<file path="src/rtl/sprite_pkg.sv">
// sprite_pkg: shared constants and types for the sprite blitter slice.
//   SCREEN_W   framebuffer row pitch in pixels
//   SPRITE_DIM sprite edge length in pixels
//   SPRITE_PIX pixels per sprite
//   state_t    blitter FSM states
package sprite_pkg;

   localparam int unsigned SCREEN_W   = 640;
   localparam int unsigned SPRITE_DIM = 8;
   localparam int unsigned SPRITE_PIX = SPRITE_DIM * SPRITE_DIM;

   typedef enum logic [1:0] {
      IDLE  = 2'd0,
      FETCH = 2'd1,
      WRITE = 2'd2,
      DONE  = 2'd3
   } state_t;

   typedef logic [18:0] pixel_addr_t;
   typedef logic [5:0]  pix_cnt_t;
   typedef logic [7:0]  colour_t;

endpackage

</file>
<file path="src/rtl/sprite_blit_if.sv">
// sprite_blit_if: scheduler request, sprite ROM and framebuffer write port
// of the sprite blitter.
//   start/coordinates/sprite_id  request from the sprite scheduler
//   busy/done                    status back to the scheduler
//   rom_addr/rom_data            sprite ROM read port
//   fb_addr/fb_data/fb_we/fb_ready framebuffer write port
// Modports: master = environment (scheduler, ROM, framebuffer), slave = blitter.
interface sprite_blit_if
   import sprite_pkg::*;
#(
   parameter int unsigned ID_W  = 4,
   parameter int unsigned PIX_W = 8
);
   logic              start;
   pixel_addr_t       coordinates;
   logic [ID_W-1:0]   sprite_id;
   logic              busy;
   logic              done;
   logic [ID_W+5:0]   rom_addr;
   logic [PIX_W-1:0]  rom_data;
   pixel_addr_t       fb_addr;
   logic [PIX_W-1:0]  fb_data;
   logic              fb_we;
   logic              fb_ready;

   modport master (
      output start, coordinates, sprite_id, rom_data, fb_ready,
      input  busy, done, rom_addr, fb_addr, fb_data, fb_we
   );

   modport slave (
      input  start, coordinates, sprite_id, rom_data, fb_ready,
      output busy, done, rom_addr, fb_addr, fb_data, fb_we
   );
endinterface

</file>
<file path="src/rtl/sprite_blit_addr.sv">
// sprite_addr: combinational framebuffer address generator.
//   coordinates  anchor address (bottom-left pixel) of the sprite
//   counter      pixel index 0..63, row = counter[5:3], column = counter[2:0]
//   addr         coordinates - row*SCREEN_W + column (19-bit wrap)
//   row_off      row*SCREEN_W, exposed so the caller can clip rows above the screen
module sprite_addr
   import sprite_pkg::*;
(
   input  pixel_addr_t coordinates,
   input  pix_cnt_t    counter,
   output pixel_addr_t addr,
   output pixel_addr_t row_off
);
   always_comb begin
      row_off = pixel_addr_t'(counter[5:3]) * pixel_addr_t'(SCREEN_W);
      addr    = coordinates - row_off + pixel_addr_t'(counter[2:0]);
   end
endmodule

</file>
<file path="src/rtl/sprite_blit.sv">
// sprite_blit: copies one 8x8 sprite from the sprite ROM into the framebuffer.
//   clk, rst   rising-edge clock, asynchronous active-high reset
//   bus        sprite_blit_if.slave: request/status, ROM read, framebuffer write
// Rows above the top of the screen are skipped without a write.
// Optional build macro SPRITE_BLIT_TRANSPARENCY_EN: pixels equal to
// TRANSPARENT are skipped like clipped pixels.
module sprite_blit
   import sprite_pkg::*;
#(
   parameter int unsigned          ID_W        = 4,
   parameter int unsigned          PIX_W       = 8,
   parameter logic [PIX_W-1:0]     TRANSPARENT = '0
)
(
   input  logic          clk,
   input  logic          rst,
   sprite_blit_if.slave  bus
);
   state_t            state;
   pix_cnt_t          counter;
   pixel_addr_t       coord_q;
   logic [ID_W-1:0]   id_q;
   logic [ID_W+5:0]   rom_addr_q;
   pixel_addr_t       fb_addr_q;
   logic [PIX_W-1:0]  fb_data_q;
   logic              fb_we_q;
   logic              busy_q;
   logic              done_q;

   pixel_addr_t       pix_addr;
   pixel_addr_t       row_off;
   logic              skip;
   logic              last;

   sprite_addr u_addr (
      .coordinates (coord_q),
      .counter     (counter),
      .addr        (pix_addr),
      .row_off     (row_off)
   );

   // Skip decision is taken in FETCH, where rom_data for the current pixel is valid.
`ifdef SPRITE_BLIT_TRANSPARENCY_EN
   always_comb begin
      skip = (coord_q < row_off) || (bus.rom_data == TRANSPARENT);
   end
`else
   logic unused_transparent;
   always_comb begin
      skip               = (coord_q < row_off);
      unused_transparent = ^TRANSPARENT;
   end
`endif

   always_comb begin
      last = (counter == pix_cnt_t'(SPRITE_PIX - 1));
   end

   // rom_addr is loaded one state ahead so the pixel is ready at the end of FETCH;
   // fb_we only set for pixels to be written, so a skipped pixel leaves WRITE at once.
   always_ff @(posedge clk or posedge rst) begin
      if (rst) begin
         state      <= IDLE;
         counter    <= '0;
         coord_q    <= '0;
         id_q       <= '0;
         rom_addr_q <= '0;
         fb_addr_q  <= '0;
         fb_data_q  <= '0;
         fb_we_q    <= 1'b0;
         busy_q     <= 1'b0;
         done_q     <= 1'b0;
      end else begin
         case (state)
            IDLE: begin
               if (bus.start) begin
                  coord_q    <= bus.coordinates;
                  id_q       <= bus.sprite_id;
                  counter    <= '0;
                  rom_addr_q <= {bus.sprite_id, 6'd0};
                  busy_q     <= 1'b1;
                  state      <= FETCH;
               end
            end
            FETCH: begin
               fb_addr_q <= pix_addr;
               fb_data_q <= bus.rom_data;
               fb_we_q   <= !skip;
               state     <= WRITE;
            end
            WRITE: begin
               if (!fb_we_q || bus.fb_ready) begin
                  fb_we_q <= 1'b0;
                  if (last) begin
                     done_q <= 1'b1;
                     state  <= DONE;
                  end else begin
                     counter    <= counter + 6'd1;
                     rom_addr_q <= {id_q, counter + 6'd1};
                     state      <= FETCH;
                  end
               end
            end
            DONE: begin
               done_q <= 1'b0;
               busy_q <= 1'b0;
               state  <= IDLE;
            end
            default: state <= IDLE;
         endcase
      end
   end

   always_comb begin
      bus.busy     = busy_q;
      bus.done     = done_q;
      bus.rom_addr = rom_addr_q;
      bus.fb_addr  = fb_addr_q;
      bus.fb_data  = fb_data_q;
      bus.fb_we    = fb_we_q;
   end
endmodule
</file>
<file path="src/flat_wrapper.sv">
// flat-port wrapper written by rule: the top's interface ports become plain ports
module sprite_blit_flat import sprite_pkg::*;
#(
   parameter int unsigned          ID_W        = 4,
   parameter int unsigned          PIX_W       = 8,
   parameter logic [PIX_W-1:0]     TRANSPARENT = '0
)
  (clk, rst, bus_start, bus_coordinates, bus_sprite_id, bus_rom_data, bus_fb_ready, bus_busy, bus_done, bus_rom_addr, bus_fb_addr, bus_fb_data, bus_fb_we);
  sprite_blit_if #(.ID_W(ID_W), .PIX_W(PIX_W)) bus_i ();
  input  logic clk;
  input  logic rst;
  input wire logic [$bits(bus_i.start)-1:0] bus_start;
  input wire logic [$bits(bus_i.coordinates)-1:0] bus_coordinates;
  input wire logic [$bits(bus_i.sprite_id)-1:0] bus_sprite_id;
  input wire logic [$bits(bus_i.rom_data)-1:0] bus_rom_data;
  input wire logic [$bits(bus_i.fb_ready)-1:0] bus_fb_ready;
  output wire logic [$bits(bus_i.busy)-1:0] bus_busy;
  output wire logic [$bits(bus_i.done)-1:0] bus_done;
  output wire logic [$bits(bus_i.rom_addr)-1:0] bus_rom_addr;
  output wire logic [$bits(bus_i.fb_addr)-1:0] bus_fb_addr;
  output wire logic [$bits(bus_i.fb_data)-1:0] bus_fb_data;
  output wire logic [$bits(bus_i.fb_we)-1:0] bus_fb_we;
  assign bus_i.start = bus_start;
  assign bus_i.coordinates = bus_coordinates;
  assign bus_i.sprite_id = bus_sprite_id;
  assign bus_i.rom_data = bus_rom_data;
  assign bus_i.fb_ready = bus_fb_ready;
  assign bus_busy = bus_i.busy;
  assign bus_done = bus_i.done;
  assign bus_rom_addr = bus_i.rom_addr;
  assign bus_fb_addr = bus_i.fb_addr;
  assign bus_fb_data = bus_i.fb_data;
  assign bus_fb_we = bus_i.fb_we;
  sprite_blit #(.ID_W(ID_W), .PIX_W(PIX_W), .TRANSPARENT(TRANSPARENT)) u_core (.clk(clk), .rst(rst), .bus(bus_i));
endmodule
</file>
<file path="config.mk">
export PLATFORM = sky130hd
export DESIGN_NAME = sprite_blit_flat
export DESIGN_NICKNAME = d
export VERILOG_FILES = /design/src/rtl/sprite_pkg.sv /design/src/rtl/sprite_blit_if.sv /design/src/rtl/sprite_blit_addr.sv /design/src/rtl/sprite_blit.sv /design/src/flat_wrapper.sv
export SDC_FILE = /design/constraint.sdc
export NUM_CORES = 1
export LEC_CHECK = 0
export BUFFER_PORTS_ARGS = -buffer_cell sky130_fd_sc_hd__buf_2
export CORE_MARGIN = 4
export CORE_UTILIZATION = 60
export DETAILED_ROUTE_END_ITERATION = 6
export PLACE_DENSITY_LB_ADDON = 0.3
export RECOVER_POWER = 100
export SETUP_SLACK_MARGIN = 0.5
export SYNTH_ARGS = -nofsm -noshare
export SYNTH_HDL_FRONTEND = slang
export SYNTH_SLANG_ARGS = --single-unit
</file>
<file path="constraint.sdc">
create_clock -name clk -period 5 [get_ports clk]
set_clock_uncertainty 0.05 [all_clocks]
set_input_delay 0.5 -clock clk [delete_from_list [all_inputs] [get_ports clk]]
set_output_delay 0.5 -clock clk [all_outputs]
set_load 0.005 [all_outputs]
</file>
==> flow_summary_export.csv, run 1 <==
group,metric,value,unit
synth,yosys_most_used_dff,"dfrtp_1",
cts,tritoncts_clock_tree,"built",
power_and_ir_drop,internal_power,1.89,mW
cts,path_clk_slew,0.08,ns
power_and_ir_drop,fin_total_pwr,3.41,mW
setup_path,worstPathBufferInverterCount,0,
detailed_routing,route.vias.total,3231,
synth,ys_seq_area_share,42.4,%
setup_path,crit_fanout,17,
final_layout,fill_cells,484,
setup_path,arrival_time_of_the_worst_setup_path,3.79,ns
die,cell_rows,28,
setup_path,crit_cells,6,
detailed_routing,dr.first_iter.drc_count,177,
setup_path,required_time_of_the_critical_path,5.12,ns
setup_path,crit_path_cell_trace,"nor2b_1, a21o_1, a21boi_0, nand4_1, xor2_1, nor2_1",
global_routing,global_route.usage.total,24.5,%
worst_hold_path,hold_path.startpoint,"bus_rom_data[6]",
setup_path,slowest_delay,1.40,ns
placed_design,buffer_ports.inserted,74,
timing,finalSetupTns,0,ns
timing,grt_setup_unrepaired,"no",
timing,worst_slack,1.33,ns
setup_path,timing.reg2reg.setup_slack,1.33,ns
timing,finalHoldWorstSlack,0.280,ns
timing,maxClockFrequency,272,MHz
setup_path,critical-path-slowest-cell,"a21boi_0",
die,fp.dieW,87.9,µm
global_routing,grt_antenna_before_repair,0,
setup_path,critPathLaunchType,"register",
cts,worst_case_clock_buffer_depth,2,
synth,yosysWarnings,0,
detailed_routing,wirelength,8.61,mm
timing,setup_viol,0,
worst_hold_path,hold_path.class,"in2reg",
power_and_ir_drop,sw_frac_of_total,44.5,%
setup_path,worstSetupEndpointType,"register",
run_status,failing_checks,"capacitance limit, slew limit",
final_layout,finish.utilization,72.7,%
detailed_routing,route.met2.wl,4.06,mm
cts,quantity_of_gates_resized_following_cts,0,
final_layout,syn_to_final_growth,15.0,%
placed_design,post-place-ws,1.55,ns
worst_hold_path,worst_hold_path.num_cells,3,
placed_design,place_hpwl,6.21,mm
synth,post_synth_instance_area,3830,µm²
detailed_routing,detailroute.wirelength.met3,609,µm
cts,cts_hold_buffers,0,
cts,insertion_delay,0.36,ns
synth,synth_area_per_cell,9.39,µm²
worst_hold_path,hold_path_end,"u_core.bus.fb_data[6]$_DFFE_PP0P_",
die,boundary_pins,75,
setup_path,crit-reg2reg-capture,"u_core.bus.rom_addr[5]$_DFFE_PP0P_",
power_and_ir_drop,seq_power_share,26.9,%
setup_path,worst-r2r-cell-count,6,
die,area_of_the_core_region,6060,µm²
final_layout,commonest_cells_after_routing_fill_and_taps_aside,"nand2_1 (68), dfrtp_1 (65), buf_2 (53)",
final_layout,finish.net_count,555,
timing,post-route-min-period,3.67,ns
cts,cts_num_sinks,65,
global_routing,first_pass_grt_wire_length,14.6,mm
power_and_ir_drop,power.ir.vdd_worst,0.377,mV
global_routing,grt_overflow,0,
detailed_routing,avgViaCountPerCell,5.73,
die,initial_utilization,63.2,%
global_routing,largest_net_degree_at_the_start_of_global_routing,66,
power_and_ir_drop,p_switching,1.52,mW
synth,async_flop_share,100,%
detailed_routing,detail_route.wirelength.met1,3.66,mm
detailed_routing,ant_nets,0,
cts,post-cts-setup-buffer-count,0,
cts,tritoncts.num_buffers,9,
run,maxCapViolations,3,
synth,synth.ff_latch_count,65,
power_and_ir_drop,power.density,773,nW/µm²
detailed_routing,drc,0,
synth,ys_types,58,
global_routing,number_of_global_route_vias_before_repair,3310,
detailed_routing,routed.top_layer,"met4",
final_layout,final_common_cell,"nand2_1",
synth,edff_count_synth,0,
detailed_routing,detail_route.first_pass.iterations,5,
setup_path,timing.setup.critical_path_class,"reg2reg",
cts,cts_root_buffer_type,"clkbuf_8",
setup_path,worstReg2RegStart,"u_core.state[0]$_DFFE_PP0P_",
power_and_ir_drop,power.clock.fraction,15.1,%
placed_design,finalWeightedCongestion,0.941,
setup_path,worst_path_dominant_cell_family,"compound AO/OA/AOI/OAI gates",
run_status,status,"finished, violations left",
power_and_ir_drop,comb_power_share,58.0,%
timing,hold_violations,0,
timing,final-max-slew-violation-count,125,
timing,worst_pin_slew,3.41,ns
timing,fin_crit_sh,73.4,%
die,die-area,7730,µm²
power_and_ir_drop,total_leakage_power,2.12,nW
final_layout,drive_above_1_share,16.4,%
synth,synth_nets,479,
timing,slew_headroom,-128,%
final_layout,diode_count,0,
die,die_y,87.9,µm
cts,htree_num_levels,3,
detailed_routing,routed_wirelength_normalized_by_instance_count,15.3,µm
synth,syn-instance-count,408,
power by group through the flow:
stage	logic, mW	registers, mW	clock network, mW
floorplan	1.52	0.913	0
global placement	1.95	0.909	0
detailed placement	2.04	0.921	0
CTS	2.06	0.917	0.521
global route	2.23	0.950	0.550
finish	1.98	0.917	0.514
cell families after synthesis:
family          count (synthesis)  share of synthesized area (%)
simple gates                  136                           17.0
compound gates                102                           17.6
flops                          65                           42.4
buf+inv                        45                           4.64
fa+ha+maj                      36                           12.1
mux                            14                           3.95
xor+xnor                       10                           2.29
layer usage:
| metal | GRT usage, % | vias to the layer above |
|---|---|---|
| li1 | - | 1581 |
| met1 | 30.8 | 1509 |
| met2 | 38.4 | 115 |
| met3 | 6.87 | 26 |
| met4 | 12.8 | 0 |
| met5 | 0 | - |
layout make-up:
type,count,area [µm²],area share [%]
Clock buffer,9,124,2.81
Clock inverter,7,103,2.33
Inverter,32,120,2.72
Multi-Input combinational cell,298,1980,45.0
Sequential cell,65,1630,36.9
Tap cell,75,93.8,2.13
Timing Repair Buffer,78,359,8.15
stage by stage:
stage,cell area [µm²],cells
3_3_place_gp,4270,548
5_1_grt,4410,564
3_5_place_dp,4270,548
6_report,4410,564
2_1_floorplan,3830,408
4_1_cts,4500,564
worst register-to-register path, cell delays in order, from the launching register on:
cell	delay (ns)
dfrtp_1	0.48
nor2b_1	0.68
a21o_1	0.26
a21boi_0	1.40
nand4_1	0.32
xor2_1	0.23
nor2_1	0.06
state kept, by name, summed over array words and instances (netlist names):
signal / flops
u_core.bus.done: 1
u_core.id_q: 4
u_core.state: 2
u_core.bus.fb_data: 8
u_core.bus.fb_we: 1
u_core.bus.busy: 1
u_core.bus.rom_addr: 10
u_core.bus.fb_addr: 19
u_core.coord_q: 19
synthesized netlist by cell type, types with 2 or more instances:
| master | n | area (µm²) |
|---|---|---|
| or3_1 | 2 | 12.5 |
| nor2b_1 | 6 | 37.5 |
| nor3b_1 | 2 | 15.0 |
| a211oi_1 | 2 | 15.0 |
| a41oi_1 | 2 | 17.5 |
| o21ai_0 | 38 | 190 |
| o211ai_1 | 2 | 15.0 |
| nor2_1 | 21 | 78.8 |
| inv_1 | 32 | 120 |
| nor3_1 | 4 | 20.0 |
| clkbuf_1 | 10 | 37.5 |
| o31ai_1 | 6 | 45.0 |
| mux2i_1 | 5 | 50.1 |
| mux2_2 | 9 | 101 |
| a21oi_1 | 17 | 85.1 |
| nand3b_1 | 2 | 15.0 |
| a21o_1 | 6 | 45.0 |
| xnor2_1 | 4 | 35.0 |
| dfrtp_1 | 65 | 1630 |
| ha_1 | 34 | 425 |
| a31oi_1 | 5 | 31.3 |
| and2_1 | 2 | 12.5 |
| nand4_1 | 3 | 18.8 |
| xor2_1 | 6 | 52.6 |
| nand2b_1 | 5 | 31.3 |
| o21a_1 | 4 | 30.0 |
| and3_1 | 3 | 18.8 |
| nand2_1 | 68 | 255 |
| nand3_1 | 9 | 45.0 |
| or4_1 | 3 | 22.5 |
| fa_1 | 2 | 40.0 |
| o21bai_1 | 3 | 22.5 |
worst max-delay path by stage:
stage,from,end,slack (ns)
3_3_place_gp,u_core.bus.rom_addr[3]$_DFFE_PP0P_,u_core.bus.fb_addr[17]$_DFFE_PP0P_,1.70
5_1_grt,rst,u_core.bus.fb_addr[12]$_DFFE_PP0P_,0.84
3_5_place_dp,u_core.bus.rom_addr[5]$_DFFE_PP0P_,u_core.bus.fb_addr[17]$_DFFE_PP0P_,1.55
4_1_cts,u_core.bus.rom_addr[5]$_DFFE_PP0P_,u_core.bus.fb_addr[17]$_DFFE_PP0P_,1.55
2_1_floorplan,u_core.bus.rom_addr[3]$_DFFE_PP0P_,u_core.bus.fb_addr[17]$_DFFE_PP0P_,1.78
6_report,u_core.state[0]$_DFFE_PP0P_,u_core.bus.rom_addr[5]$_DFFE_PP0P_,1.33
(Power assumes the default switching activity.)
==> run 2: changes to the inputs <==
--- a/config.mk
+++ b/config.mk
@@ -7,7 +7,7 @@
 export LEC_CHECK = 0
 export BUFFER_PORTS_ARGS = -buffer_cell sky130_fd_sc_hd__buf_2
 export CORE_MARGIN = 4
-export CORE_UTILIZATION = 60
+export CORE_UTILIZATION = 50
 export DETAILED_ROUTE_END_ITERATION = 6
 export PLACE_DENSITY_LB_ADDON = 0.3
 export RECOVER_POWER = 100
==> constraint.sdc (replaced) <==
create_clock -name clk -period 3.2 [get_ports clk]
set_clock_uncertainty 0.05 [all_clocks]
set_input_delay 0.32 -clock clk [delete_from_list [all_inputs] [get_ports clk]]
set_output_delay 0.32 -clock clk [all_outputs]
set_load 0.005 [all_outputs]
==> run 2 against run 1 <==
The run still ends with capacitance limit, slew limit left; flip-flop and latch count is the same; sequential power grew 56%; combinational power grew 74%; die area grew 18%; worst setup slack lost 1.2 ns; global-route usage shrank 3.4 points; cell area grew 5.1%; hold slack lost 0.17 ns; critical endpoint is now u_core.bus.fb_addr[17]$_DFFE_PP0P_; largest cell class unchanged.
==> flow_summary_export.csv, run 2 (synthesis gave the netlist of run 1 again) <==
group,metric,value,unit
global_routing,first_pass_grt_wire_length,15.0,mm
die,boundary_pins,75,
setup_path,critPathLaunchType,"register",
timing,maxClockFrequency,329,MHz
power_and_ir_drop,power.density,1200,nW/µm²
global_routing,globalRouteMet2Util,33.4,%
die,fp.dieW,95.6,µm
setup_path,critical-path-slowest-cell,"fa_2",
cts,htree_num_levels,3,
final_layout,commonest_cells_after_routing_fill_and_taps_aside,"nand2_1 (68), dfrtp_1 (64), buf_2 (49)",
die,area_of_the_core_region,7370,µm²
timing,worst_pin_slew,1.79,ns
placed_design,finalWeightedCongestion,0.840,
detailed_routing,ant_nets,0,
die,initial_utilization,52.0,%
global_routing,met1_capacity_usage_during_global_routing,28.0,%
run,maxCapViolations,2,
die,die_y,95.6,µm
detailed_routing,routed_wirelength_normalized_by_instance_count,14.5,µm
die,die-area,9130,µm²
setup_path,crit_fanout,6,
cts,tritoncts.num_buffers,9,
placed_design,dpl.cell_count,579,
timing,post-route-min-period,3.04,ns
global_routing,grt_most_used_layer,"met2",
detailed_routing,dr.first_iter.drc_count,135,
timing,fin_crit_sh,95.0,%
worst_hold_path,hold_path.class,"in2reg",
cts,path_clk_slew,0.07,ns
timing,hold_violations,0,
setup_path,arrival_time_of_the_worst_setup_path,3.23,ns
cts,worst_case_clock_buffer_depth,2,
detailed_routing,route.vias.total,3179,
final_layout,syn_to_final_growth,20.9,%
detailed_routing,detail_route.first_pass.iterations,4,
detailed_routing,drc,0,
global_routing,grt_antenna_before_repair,0,
cts,cts_root_buffer_type,"clkbuf_8",
setup_path,slowest_delay,0.55,ns
run_status,failing_checks,"capacitance limit, slew limit",
final_layout,final_common_cell,"nand2_1",
timing,grt_setup_unrepaired,"yes",
detailed_routing,wirelength,8.65,mm
timing,finalSetupTns,0,ns
global_routing,number_of_global_route_vias_before_repair,3217,
cts,tritoncts_clock_tree,"built",
final_layout,sequential_cell_area,1630,µm²
setup_path,timing.setup.critical_path_class,"reg2reg",
setup_path,crit_path_cell_trace,"ha_4, ha_4, ha_4, inv_2, ha_4, inv_2, fa_2, buf_2, nand2b_4, a2111oi_2, o21a_1, or4_1, a31o_1",
setup_path,required_time_of_the_critical_path,3.39,ns
setup_path,crit_top_cell,"ha_4",
cts,cts_hold_buffers,0,
global_routing,grt_overflow,0,
timing,slew_headroom,-19.3,%
global_routing,global_route.usage.total,21.1,%
die,cell_rows,31,
final_layout,diode_count,0,
cts,insertion_delay,0.35,ns
detailed_routing,avgViaCountPerCell,5.32,
global_routing,largest_net_degree_at_the_start_of_global_routing,49,
power_and_ir_drop,total_leakage_power,2.15,nW
timing,final-max-slew-violation-count,90,
final_layout,fill_cells,653,
run_status,status,"finished, violations left",
setup_path,worstSetupEndpointType,"register",
final_layout,layoutNonFillerInstCount,598,
final_layout,finish.net_count,566,
global_routing,grt_use_met3,5.21,%
final_layout,drive_above_1_share,21.2,%
placed_design,buffer_ports.inserted,74,
cts,cts_num_sinks,65,
timing,setup_viol,0,
placed_design,place_hpwl,6.48,mm
power_and_ir_drop,power.ir.vdd_worst,0.495,mV
final_layout,multi_input_comb_area,2150,µm²
-- run 2: changes by cell type in the layout (fill, tap and decap cells not counted), sizes merged --
cell / previous run / this run
buf: 53 / 56
inv: 34 / 32
clkbuf: 34 / 42
bufinv: 2 / 1
clkinvlp: 0 / 2
-- run 2: where the power goes --
group          switching [mW]  internal [mW]  leakage, nW
clock                   0.330          0.351       0.0909
sequential              0.226           1.21        0.795
combinational            1.92           1.52         1.26
-- run 2: path summary, 6_finish.rpt --
kind | from | endpoint | slack, ns | depth (start not counted)
max | u_core.bus.rom_addr[5]$_DFFE_PP0P_ | u_core.bus.fb_addr[17]$_DFFE_PP0P_ | 0.16 | 13
min | bus_rom_data[2] | u_core.bus.fb_data[2]$_DFFE_PP0P_ | 0.11 | 3
max reg2reg | u_core.bus.rom_addr[5]$_DFFE_PP0P_ | u_core.bus.fb_addr[17]$_DFFE_PP0P_ | 0.16 | 13
min reg2reg | u_core.bus.fb_addr[6]$_DFFE_PP0P_ | u_core.bus.fb_addr[6]$_DFFE_PP0P_ | 0.42 | 2
max in group asynchronous | rst | u_core.state[0]$_DFFE_PP0P_ | 0.90 | 3
min in group asynchronous | rst | u_core.id_q[1]$_DFFE_PP0P_ | 0.49 | 2
-- run 2: worst max-delay path: cells and delay by family (launching register included) --
family / cells / cell delay, ns
compound gates: 3 / 0.37
flops: 1 / 0.42
simple gates: 2 / 0.62
fa+ha+maj: 5 / 1.19
buf+inv: 3 / 0.27
-- run 2: final cells by class --
type / instances / area share (%)
multi-input cells: 298 / 46.5
flip-flops and latches: 65 / 35.1
repair buffers: 89 / 9.10
clock buffers: 9 / 2.67
well taps: 99 / 2.67
inverters: 32 / 2.59
clock inverters: 6 / 1.30
-- run 2: metal layers --
metal	vias up	part of all wire, %
li1	1602	-
met1	1481	46
met2	84	45
met3	12	6.9
met4	0	1.5
met5	-	0
-- run 2: through the flow --
stage               util (%)  setup WS (ns)  power, mW  hold WS (ns)  instance area [µm²]
global placement        60.1          0.154       4.68         0.404                 4430
global route            62.9        0.00859       6.13         0.112                 4630
finish                  62.9          0.160       5.56         0.108                 4630
CTS                     63.2          0.115       5.58        0.0960                 4660
floorplan                  -          0.114       3.87         0.375                 3910
detailed placement      60.1         0.0974       4.77         0.410                 4430
-- run 2: timing repair --
action / 4_1_cts / 5_1_grt
endpoints found under the hold margin: 0 / 0
resized for setup: 7 / 9
endpoints found under the setup margin: 5 / 7
pin swaps: 9 / 4
buffers inserted: 2 / 2
==> run 3: changes to the inputs <==
--- a/config.mk
+++ b/config.mk
@@ -6,12 +6,16 @@
 export NUM_CORES = 1
 export LEC_CHECK = 0
 export BUFFER_PORTS_ARGS = -buffer_cell sky130_fd_sc_hd__buf_2
+export CELL_PAD_IN_SITES_DETAIL_PLACEMENT = 1
+export CELL_PAD_IN_SITES_GLOBAL_PLACEMENT = 2
 export CORE_MARGIN = 4
-export CORE_UTILIZATION = 50
+export CORE_UTILIZATION = 31
 export DETAILED_ROUTE_END_ITERATION = 6
 export PLACE_DENSITY_LB_ADDON = 0.3
 export RECOVER_POWER = 100
 export SETUP_SLACK_MARGIN = 0.5
 export SYNTH_ARGS = -nofsm -noshare
 export SYNTH_HDL_FRONTEND = slang
+export SYNTH_HIERARCHICAL = 1
 export SYNTH_SLANG_ARGS = --single-unit
+export TNS_END_PERCENT = 1
==> run 3 against run 2 <==
Synthesized cell count grew 14%; sequential share of layout area shrank 3.7 points; worst setup slack gained 0.028 ns; routed wire length grew 22%; critical path depth shrank 1; the run still ends with capacitance limit, slew limit left; global-route usage shrank 6.9 points; combinational power grew 1%; largest cell class unchanged; register-to-register slack gained 0.03 ns.
==> flow_summary_export.csv, run 3 <==
group,metric,value,unit
run_status,status,"finished, violations left",
run_status,failing_checks,"capacitance limit, slew limit",
die,boundary_pins,75,
final_layout,commonest_cells_after_routing_fill_and_taps_aside,"nand2_1 (92), dfrtp_1 (63), buf_2 (55)",
detailed_routing,detail_route.first_pass.iterations,4,
global_routing,grt_most_used_layer,"met2",
detailed_routing,routed_wirelength_normalized_by_instance_count,14.5,µm
synth,edff_count_synth,0,
power_and_ir_drop,p_switching,2.50,mW
synth,yosys_most_used_dff,"dfrtp_1",
die,area_of_the_core_region,13300,µm²
synth,synth.ff_latch_count,65,
power_and_ir_drop,internal_power,3.65,mW
timing,grt_setup_unrepaired,"yes",
synth,synth_area_per_cell,9.18,µm²
cts,cts_num_sinks,65,
detailed_routing,route.vias.total,3418,
timing,fin_crit_sh,94.1,%
setup_path,arrival_time_of_the_worst_setup_path,3.17,ns
power_and_ir_drop,power.ir.vdd_worst,0.264,mV
power_and_ir_drop,comb_power_share,56.7,%
global_routing,grt_antenna_before_repair,0,
cts,worst_case_clock_buffer_depth,2,
final_layout,layoutNonFillerInstCount,726,
timing,slew_headroom,-12.9,%
run,maxCapViolations,2,
final_layout,drive_above_1_share,22.0,%
cts,tritoncts.num_buffers,9,
synth,async_flop_share,100,%
setup_path,critPathLaunchType,"register",
final_layout,syn_to_final_growth,21.4,%
final_layout,finish.net_count,628,
setup_path,worstSetupEndpointType,"register",
detailed_routing,drc,0,
timing,setup_viol,0,
synth,commonest_cells_in_the_synthesized_netlist,"nand2_1 (92), dfrtp_1 (65), inv_1 (50)",
final_layout,final_common_cell,"nand2_1",
placed_design,post-place-ws,0.0471,ns
synth,syn-instance-count,465,
global_routing,grt_overflow,0,
cts,cts_root_buffer_type,"clkbuf_16",
timing,hold_violations,0,
global_routing,first_pass_grt_wire_length,18.1,mm
global_routing,globalRouteMet2Util,24.3,%
placed_design,dpl.cell_count,705,
placed_design,buffer_ports.inserted,74,
detailed_routing,ant_nets,0,
die,cell_rows,42,
placed_design,place_hpwl,8.13,mm
synth,synth_top_area_share,38.1,%
cts,insertion_delay,0.33,ns
final_layout,diode_count,0,
timing,maxClockFrequency,332,MHz
detailed_routing,avgViaCountPerCell,4.71,
synth,ys_types,56,
cts,tritoncts_clock_tree,"built",
power_and_ir_drop,power.clock.fraction,18.6,%
synth,post_synth_instance_area,4270,µm²
die,die-area,15700,µm²
setup_path,crit_fanout,6,
cts,cts_hold_buffers,0,
timing,worst_pin_slew,1.69,ns
synth,ys_seq_area_share,38.1,%
power_and_ir_drop,fin_total_pwr,6.15,mW
global_routing,grt_use_met3,3.75,%
die,initial_utilization,32.0,%
power_and_ir_drop,sw_frac_of_total,40.6,%
die,fp.dieW,125,µm
synth,yosysWarnings,6,
power_and_ir_drop,total_leakage_power,2.46,nW
timing,worst_slack,0.188,ns
cts,path_clk_slew,0.06,ns
timing,post-route-min-period,3.01,ns
power_and_ir_drop,seq_power_share,24.7,%
power_and_ir_drop,power.density,1190,nW/µm²
synth,yosysTopAreaCell,"dfrtp_1",
synth,synth.area.top_cells,"dfrtp_1 (38%), ha_1 (14%), nand2_1 (8.1%)",
cts,htree_num_levels,3,
timing,final-max-slew-violation-count,95,
die,die_y,125,µm
timing,finalSetupTns,0,ns
detailed_routing,wirelength,10.5,mm
worst_hold_path,hold_path.class,"in2reg",
setup_path,required_time_of_the_critical_path,3.36,ns
setup_path,timing.setup.critical_path_class,"reg2reg",
final_layout,fill_cells,1603,
global_routing,global_route.usage.total,14.2,%
global_routing,largest_net_degree_at_the_start_of_global_routing,66,
synth,synth_most_common_cell,"nand2_1",
global_routing,number_of_global_route_vias_before_repair,3699,
global_routing,met1_capacity_usage_during_global_routing,17.2,%
placed_design,finalWeightedCongestion,0.802,
detailed_routing,dr.first_iter.drc_count,51,
[run 3: layout make-up]
class / instances / area (µm²) / share of cell area [%]
clock inverters: 5 / 103 / 1.98
repair buffers: 85 / 412 / 7.94
multi-input cells: 334 / 2390 / 46.1
inverters: 50 / 188 / 3.62
flip-flops and latches: 65 / 1630 / 31.4
clock buffers: 11 / 243 / 4.68
well taps: 176 / 220 / 4.25
[run 3: cells by family after synthesis]
family / Yosys count / share of synthesized area, %
AND/OR/NAND/NOR: 143 / 15.2
other: 1 / 0.0878
flip-flops: 65 / 38.1
XOR/XNOR: 15 / 3.08
adder cells (fa/ha/maj): 48 / 14.1
AO/OA/AOI/OAI: 88 / 13.9
multiplexers: 27 / 7.12
buffers and inverters: 78 / 8.53
[run 3: repair_timing]
action,CTS,global route
endpoints found under the setup margin,6,8
resized for setup,0,2
setup buffers,5,0
pin swaps,5,4
[run 3: worst max-delay path, cell delays in order (launching register included)]
cell	delay (ns)
dfrtp_2	0.42
ha_4	0.17
ha_4	0.15
ha_4	0.26
inv_2	0.04
ha_4	0.27
ha_4	0.21
a21oi_2	0.16
nand2_1	0.07
a211o_1	0.27
or2_1	0.26
o311a_1	0.30
mux2_2	0.26
[run 3: final timing paths]
kind / from / to / slack, ns / cells after the start
worst max-delay path: u_core/bus.rom_addr[5]$_DFFE_PP0P_ / u_core/bus.fb_addr[15]$_DFFE_PP0P_ / 0.19 / 12
worst min-delay path: bus_coordinates[8] / u_core/coord_q[8]$_DFFE_PP0P_ / 0.13 / 3
worst max register to register: u_core/bus.rom_addr[5]$_DFFE_PP0P_ / u_core/bus.fb_addr[15]$_DFFE_PP0P_ / 0.19 / 12
worst min register to register: u_core/id_q[1]$_DFFE_PP0P_ / u_core/id_q[1]$_DFFE_PP0P_ / 0.43 / 2
max in group asynchronous: rst / u_core/counter[3]$_DFFE_PP0P_ / 1.52 / 3
min in group asynchronous: rst / u_core/bus.fb_data[4]$_DFFE_PP0P_ / 0.51 / 3
[run 3: per-layer routing]
| metal | wire, µm | part of all wire [%] |
|---|---|---|
| met5 | 0 | 0 |
| met4 | 182 | 1.7 |
| met3 | 459 | 4.4 |
| met2 | 5050 | 48 |
| met1 | 4830 | 46 |
[run 3: power groups by stage]
stage	Clock, mW	Sequential (mW)	Combinational, mW
finish	1.14	1.52	3.49
global route	1.22	1.60	3.97
CTS	1.18	1.54	3.57
detailed placement	0	1.55	3.47
global placement	0	1.53	3.38
floorplan	0	1.46	2.60
[run 3: through the flow]
step	hold WS [ns]	area, µm²	util (%)
3_5_place_dp	0.419	4860	36.4
6_report	0.126	5180	38.8
5_1_grt	0.127	5180	38.8
4_1_cts	0.112	5240	39.2
2_1_floorplan	0.375	4390	-
3_3_place_gp	0.414	4860	36.4
